<file path="src/rtl/spart_receiver_if.sv">
// SPART receive-side bus bundle: oversample tick, serial line, bus decode and receiver status.
// Latency: none; these are wires only.
// Backpressure: none; the processor bus polls rda and clears it with a read strobe.
interface spart_receiver_if;
    // Inputs to the receiver
    logic       enable;       // oversample tick from the baud generator
    logic       rxd;          // asynchronous serial line, idles high
    logic       iocs;         // SPART chip select
    logic       iorw;         // 1 = read, 0 = write
    logic [1:0] ioaddr;       // register address, 2'b00 = data register

    // Receiver status and data
    logic [7:0] rx_data;      // last accepted byte
    logic       rda;          // receive data available
    logic       framing_err;  // last frame had a low stop bit
    logic       overrun;      // unread byte was overwritten

    // Bus / baud-generator side: drives the line, tick and decode
    modport master (
        output enable, rxd, iocs, iorw, ioaddr,
        input  rx_data, rda, framing_err, overrun
    );

    // Receiver side
    modport slave (
        input  enable, rxd, iocs, iorw, ioaddr,
        output rx_data, rda, framing_err, overrun
    );
endinterface

</file>
<file path="src/rtl/spart_receiver.sv">
// SPART receiver: recovers 8N1 frames from rxd using an oversampling tick and holds the byte for the bus.
// Latency: status and data update on the stop-bit-centre tick; rxd is seen 2 clk late through the synchroniser.
// Backpressure: none; an unread byte is overwritten and overrun is raised, and a read clears rda/overrun next edge.
module spart_receiver #(
    parameter int OVERSAMPLE = 16   // enable ticks per bit period, even and >= 4
) (
    input  logic               i_clk,
    input  logic               i_rst,
    spart_receiver_if.slave    bus
);

    localparam int CW = $clog2(OVERSAMPLE);

    // Tick counts at which the start bit is re-checked and at which data/stop bits are sampled
    localparam logic [CW-1:0] C_HALF = CW'(OVERSAMPLE / 2 - 1);
    localparam logic [CW-1:0] C_LAST = CW'(OVERSAMPLE - 1);

    typedef enum logic [1:0] {
        S_IDLE  = 2'd0,
        S_START = 2'd1,
        S_DATA  = 2'd2,
        S_STOP  = 2'd3
    } state_t;

    state_t          r_state;
    logic [CW-1:0]   r_samp_cnt;
    logic [2:0]      r_bit_cnt;
    logic [7:0]      r_sh;

    logic            r_sync1;
    logic            r_sync2;

    logic [7:0]      r_rx_data;
    logic            r_rda;
    logic            r_framing_err;
    logic            r_overrun;

    logic            w_rxd_s;
    logic            w_rd_strobe;

    assign w_rxd_s     = r_sync2;
    assign w_rd_strobe = bus.iocs & bus.iorw & (bus.ioaddr == 2'b00);

    assign bus.rx_data     = r_rx_data;
    assign bus.rda         = r_rda;
    assign bus.framing_err = r_framing_err;
    assign bus.overrun     = r_overrun;

    // Two-flop synchroniser for the asynchronous line; resets to the idle (high) level
    always_ff @(posedge i_clk) begin
        if (i_rst) begin
            r_sync1 <= 1'b1;
            r_sync2 <= 1'b1;
        end else begin
            r_sync1 <= bus.rxd;
            r_sync2 <= r_sync1;
        end
    end

    // Frame FSM with counters, shift register and registered status/data outputs
    always_ff @(posedge i_clk) begin
        if (i_rst) begin
            r_state       <= S_IDLE;
            r_samp_cnt    <= '0;
            r_bit_cnt     <= '0;
            r_sh          <= '0;
            r_rx_data     <= '0;
            r_rda         <= 1'b0;
            r_framing_err <= 1'b0;
            r_overrun     <= 1'b0;
        end else begin
            // A read of the data register acknowledges the byte; a byte accepted
            // on the same edge is written below and takes priority for rda.
            if (w_rd_strobe) begin
                r_rda     <= 1'b0;
                r_overrun <= 1'b0;
            end

            // All frame timing advances only on oversample ticks
            if (bus.enable) begin
                case (r_state)
                    S_IDLE: begin
                        if (!w_rxd_s) begin
                            r_state    <= S_START;
                            r_samp_cnt <= '0;
                        end
                    end

                    S_START: begin
                        if (r_samp_cnt == C_HALF) begin
                            if (!w_rxd_s) begin
                                r_state    <= S_DATA;
                                r_samp_cnt <= '0;
                                r_bit_cnt  <= '0;
                            end else begin
                                // Line went back high before mid-bit: treat as noise
                                r_state    <= S_IDLE;
                                r_samp_cnt <= '0;
                            end
                        end else begin
                            r_samp_cnt <= r_samp_cnt + CW'(1);
                        end
                    end

                    S_DATA: begin
                        if (r_samp_cnt == C_LAST) begin
                            // LSB arrives first, so shift in from the top
                            r_sh       <= {w_rxd_s, r_sh[7:1]};
                            r_samp_cnt <= '0;
                            r_bit_cnt  <= r_bit_cnt + 3'd1;
                            if (r_bit_cnt == 3'd7) begin
                                r_state <= S_STOP;
                            end
                        end else begin
                            r_samp_cnt <= r_samp_cnt + CW'(1);
                        end
                    end

                    S_STOP: begin
                        if (r_samp_cnt == C_LAST) begin
                            // Back to IDLE at the stop-bit centre so a following start edge is caught
                            r_state    <= S_IDLE;
                            r_samp_cnt <= '0;
                            if (w_rxd_s) begin
                                r_rx_data     <= r_sh;
                                r_rda         <= 1'b1;
                                r_framing_err <= 1'b0;
                                r_overrun     <= r_rda & ~w_rd_strobe;
                            end else begin
                                // Bad stop bit: drop the byte, keep the previous one visible
                                r_framing_err <= 1'b1;
                            end
                        end else begin
                            r_samp_cnt <= r_samp_cnt + CW'(1);
                        end
                    end

                    default: begin
                        r_state    <= S_IDLE;
                        r_samp_cnt <= '0;
                    end
                endcase
            end
        end
    end

endmodule

</file>
<file path="src/flat_wrapper.sv">
// flat-port wrapper written by rule: the top's interface ports become plain ports
module spart_receiver_flat 
#(
    parameter int OVERSAMPLE = 16                                                
)
  (i_clk, i_rst, bus_enable, bus_rxd, bus_iocs, bus_iorw, bus_ioaddr, bus_rx_data, bus_rda, bus_framing_err, bus_overrun);
  spart_receiver_if bus_i ();
  input  logic i_clk;
  input  logic i_rst;
  input wire logic [$bits(bus_i.enable)-1:0] bus_enable;
  input wire logic [$bits(bus_i.rxd)-1:0] bus_rxd;
  input wire logic [$bits(bus_i.iocs)-1:0] bus_iocs;
  input wire logic [$bits(bus_i.iorw)-1:0] bus_iorw;
  input wire logic [$bits(bus_i.ioaddr)-1:0] bus_ioaddr;
  output wire logic [$bits(bus_i.rx_data)-1:0] bus_rx_data;
  output wire logic [$bits(bus_i.rda)-1:0] bus_rda;
  output wire logic [$bits(bus_i.framing_err)-1:0] bus_framing_err;
  output wire logic [$bits(bus_i.overrun)-1:0] bus_overrun;
  assign bus_i.enable = bus_enable;
  assign bus_i.rxd = bus_rxd;
  assign bus_i.iocs = bus_iocs;
  assign bus_i.iorw = bus_iorw;
  assign bus_i.ioaddr = bus_ioaddr;
  assign bus_rx_data = bus_i.rx_data;
  assign bus_rda = bus_i.rda;
  assign bus_framing_err = bus_i.framing_err;
  assign bus_overrun = bus_i.overrun;
  spart_receiver #(.OVERSAMPLE(OVERSAMPLE)) u_core (.i_clk(i_clk), .i_rst(i_rst), .bus(bus_i));
endmodule
</file>
<file path="config.mk">
export PLATFORM = sky130hd
export DESIGN_NAME = spart_receiver_flat
export DESIGN_NICKNAME = d
export VERILOG_FILES = /design/src/rtl/spart_receiver_if.sv /design/src/rtl/spart_receiver.sv /design/src/flat_wrapper.sv
export SDC_FILE = /design/constraint.sdc
export NUM_CORES = 1
export LEC_CHECK = 0
export CORE_MARGIN = 2
export CORE_UTILIZATION = 33
export CTS_CLUSTER_SIZE = 24
export DETAILED_ROUTE_END_ITERATION = 7
export SYNTH_ARGS = -nofsm -noshare
export SYNTH_HDL_FRONTEND = slang
export SYNTH_SLANG_ARGS = --single-unit
</file>
<file path="constraint.sdc">
create_clock -name i_clk -period 2 [get_ports i_clk]
set_input_delay 0.4 -clock i_clk [delete_from_list [all_inputs] [get_ports i_clk]]
set_output_delay 0.4 -clock i_clk [all_outputs]
set_load 0.005 [all_outputs]
</file>
==> impl_results.md <==
* Status: complete, no violations
* CP max FO at 12
* # H-tree levels at 2
* Commonest non-fill, non-tap cell in the layout: dfxtp_1
* Post-synthesis sequential area ratio at ~48%
* RSZ-0062 raised after global routing: false
* Nets at roughly 170
* HPWL Detailed at ~1700 um
* Fin crit period at between 1.5 and 2 ns
* Fin area at 1600 um2
* Cell variety after synth at 32
* Syn Nets at roughly 140
* CTS Hold Buffers Added at 0
* Clock slew at reported path FFs at approximately 0.060 ns
* Clock power share at around 44%
* DR DRC count at 0
* Syn_area_per_cell at slightly below 10 um2
* Die width at 65.7 um
* Via count at around 1000
* Element type at the critical path start: flip-flop
* Setup TNS at 0 ns
* Yosys warns at 0
* Initial Utilization at between 30% and 40%
* Worst slack at placement at ~0.15 ns
* Final hold viol count at 0
* IO buf count at 18
* Global-route wire length before repair at roughly 4000 um
* Synth-to-Final Area Change at 27.4%
* CTS tree: built
* Sw power at about 0.25 mW
* Site row count at 22
* #FFs+latches synth at 30
* Worst Setup Path Type: reg2reg
* Routed Wire Length at 2440 um
* Slack of the worst reg-to-reg path at approximately 0.37 ns
* Ports at 19
* Mapped cell area at roughly 1300 um2
* DR pass1 iterations at 4
* Post-DRT Antenna Nets at 0
* Vias in the first global route at ~930
* Worst EP required at ~2.2 ns
* Detailed Route Iter0 Violations at around 70
* Vias/cell at approximately 4.9
* Worst Hold Class: reg2reg
* Post-cts sizing count at 0
* PwrDens at 715 nW/um2
* Slowest cell delay on critical path at about 0.58 ns
* Clock sink total at 30
* Max stage delay cell, worst path: dfxtp_1
* Max-slew headroom at approximately 67%
* Dpl cell area at between 1500 and 2000 um2
* P_int at roughly 0.90 mW
* Fin crit share at between 80% and 90%
* Core footprint at 3660 um2
* Max IR drop VDD at approximately 430 uV
* Wire per inst at roughly 12 um
* Global route overflow at 0
* Pleak at 0.554 nW
* Worst Tran Pin Value at approximately 0.50 ns
* Die ar. at between 4000 and 5000 um2
* Crit end category: flip-flop
* Root Driver: clkbuf_8
* Cts bufs inserted at 5
* WP data arrival at roughly 1.8 ns
* Clock Latency Late Sink at about 0.28 ns
* Sequential share of power at 52.7%
* Sw Ratio at a little over a fifth
* Largest net degree at the start of global routing at 17
* Syn Inst Count at between 100 and 150
* Slew Viols, Final at 0
* Clock Skew at 0.00279 ns
* # Post-CTS Setup Buffers at 0
* Max-Cap Viols at 0
* Initial antenna violation count at 0
* Most frequent cells in the layout: 30 x dfxtp_1, 25 x nor2_1, 19 x mux2i_1, 18 x clkdlybuf4s50_1
* Share of post-route cells with drive strength above 1 at between 10% and 20%
* Die Ht at about 66 um
* Total GRT Usage at 12.2%
* Final worst slack at 0.374 ns
* Worst path cell trace: nand2_1 > nor3_1 > buf_4 > mux2i_1 > nor2_1
* ANT cells at 0
* Clk buf depth at 2
* Logic gate share of total power at under 10%
* Placer Congestion at roughly 0.77
* Max Clock Freq at between 600 and 700 MHz
* Setup-failing EPs final at 0
==> stage by stage <==
stage | instances | hold slack, ns | total power [mW] | util, %
5_1_grt | 203 | 0.428 | 1.19 | 43.7
3_5_place_dp | 195 | 0.394 | 0.658 | 41.1
2_1_floorplan | 130 | 0.389 | 0.633 | -
6_report | 203 | 0.408 | 1.14 | 43.7
3_3_place_gp | 195 | 0.394 | 0.657 | 41.1
4_1_cts | 203 | 0.409 | 1.16 | 43.7
==> worst paths after layout <==
check | from | endpoint | cells past startpoint
min reg2reg | u_core.r_sync1 | u_core.r_sync2 | 1
max reg2reg | flip-flop | u_core.r_sh[1] | 5
max | flip-flop | u_core.r_sh[1] | 5
min | u_core.r_sync1 | u_core.r_sync2 | 1
==> state kept, by name (all words and copies together), names as in the netlist, named ones only <==
| name | count |
|---|---|
| u_core.bus.framing_err | 1 |
| u_core.bus.overrun | 1 |
| u_core.bus.rda | 1 |
| u_core.bus.rx_data | 8 |
| u_core.r_bit_cnt | 3 |
| u_core.r_samp_cnt | 4 |
| u_core.r_sh | 8 |
| u_core.r_state | 1 |
| u_core.r_sync1 | 1 |
| u_core.r_sync2 | 1 |
==> power groups by stage <==
| stage | sequential (mW) | clock (mW) | combinational (mW) |
|---|---|---|---|
| floorplan | 0.616 | 0 | 0.0175 |
| global placement | 0.616 | 0 | 0.0410 |
| detailed placement | 0.616 | 0 | 0.0419 |
| CTS | 0.603 | 0.517 | 0.0422 |
| global route | 0.603 | 0.542 | 0.0455 |
| finish | 0.603 | 0.500 | 0.0419 |
==> per-layer routing <==
metal / wire (um) / GRT usage (%)
met1: 1170 / 15.0
met2: 1170 / 18.6
met3: 99 / 5.31
met4: 12 / 4.69
met5: 0 / 0
==> logic make-up (layout without fill, tap and decap cells) <==
group / Yosys count / after routing / share of synthesized area [%]
xor gates and xnor gates: 1 / 1 / 0.697
adders and majority gates: 3 / 3 / 2.99
and+or+nand+nor: 49 / 49 / 19.3
muxes: 19 / 19 / 15.1
AOI/OAI and AO/OA: 19 / 19 / 10.3
DFF: 30 / 30 / 47.8
buffers and inverters: 9 / 34 / 3.78
==> area by class of cell <==
cell class | instances | area [um2]
clock inverters | 2 | 12.5
multi-input cells | 91 | 609
inverters | 1 | 3.75
flip-flops and latches | 30 | 601
repair buffers | 25 | 233
fillers | 367 | 2060
well taps | 48 | 60.1
clock buffers | 6 | 82.6
==> cells in the mapped netlist <==
cell type  instances  share of area [%]
dfxtp_1           30                 48
nor2_1            25                7.5
mux2i_1           19                 15
a21oi_1            7                2.8
nand2_1            7                2.1
clkbuf_1           4                1.2
ha_1               3                3.0
a211oi_1           2                1.2
a311oi_1           2                1.4
buf_2              2               0.80
nand2b_1           2               0.99
nand3_1            2               0.80
nand4b_1           2                1.4
nor3_1             2               0.80
o21a_1             2                1.2
o21ai_0            2               0.80
or2_2              2               0.99
a21oi_4            1                1.3
a22oi_1            1               0.60
a31oi_1            1               0.50
and2_1             1               0.50
and3_1             1               0.50
buf_4              1               0.60
buf_6              1               0.90
inv_1              1               0.30
nand3_2            1               0.80
nand3b_1           1               0.60
nand4_1            1               0.50
nor3_2             1               0.80
o31ai_1            1               0.60
or4b_4             1                1.1
xor2_1             1               0.70
==> worst max-delay path: cells and delay by family, from the launching register on <==
family	cells	cell delay, ns
buffers and inverters	1	0.24
and+or+nand+nor	3	0.49
DFF	1	0.58
muxes	1	0.21
(Power assumes the default switching activity.)
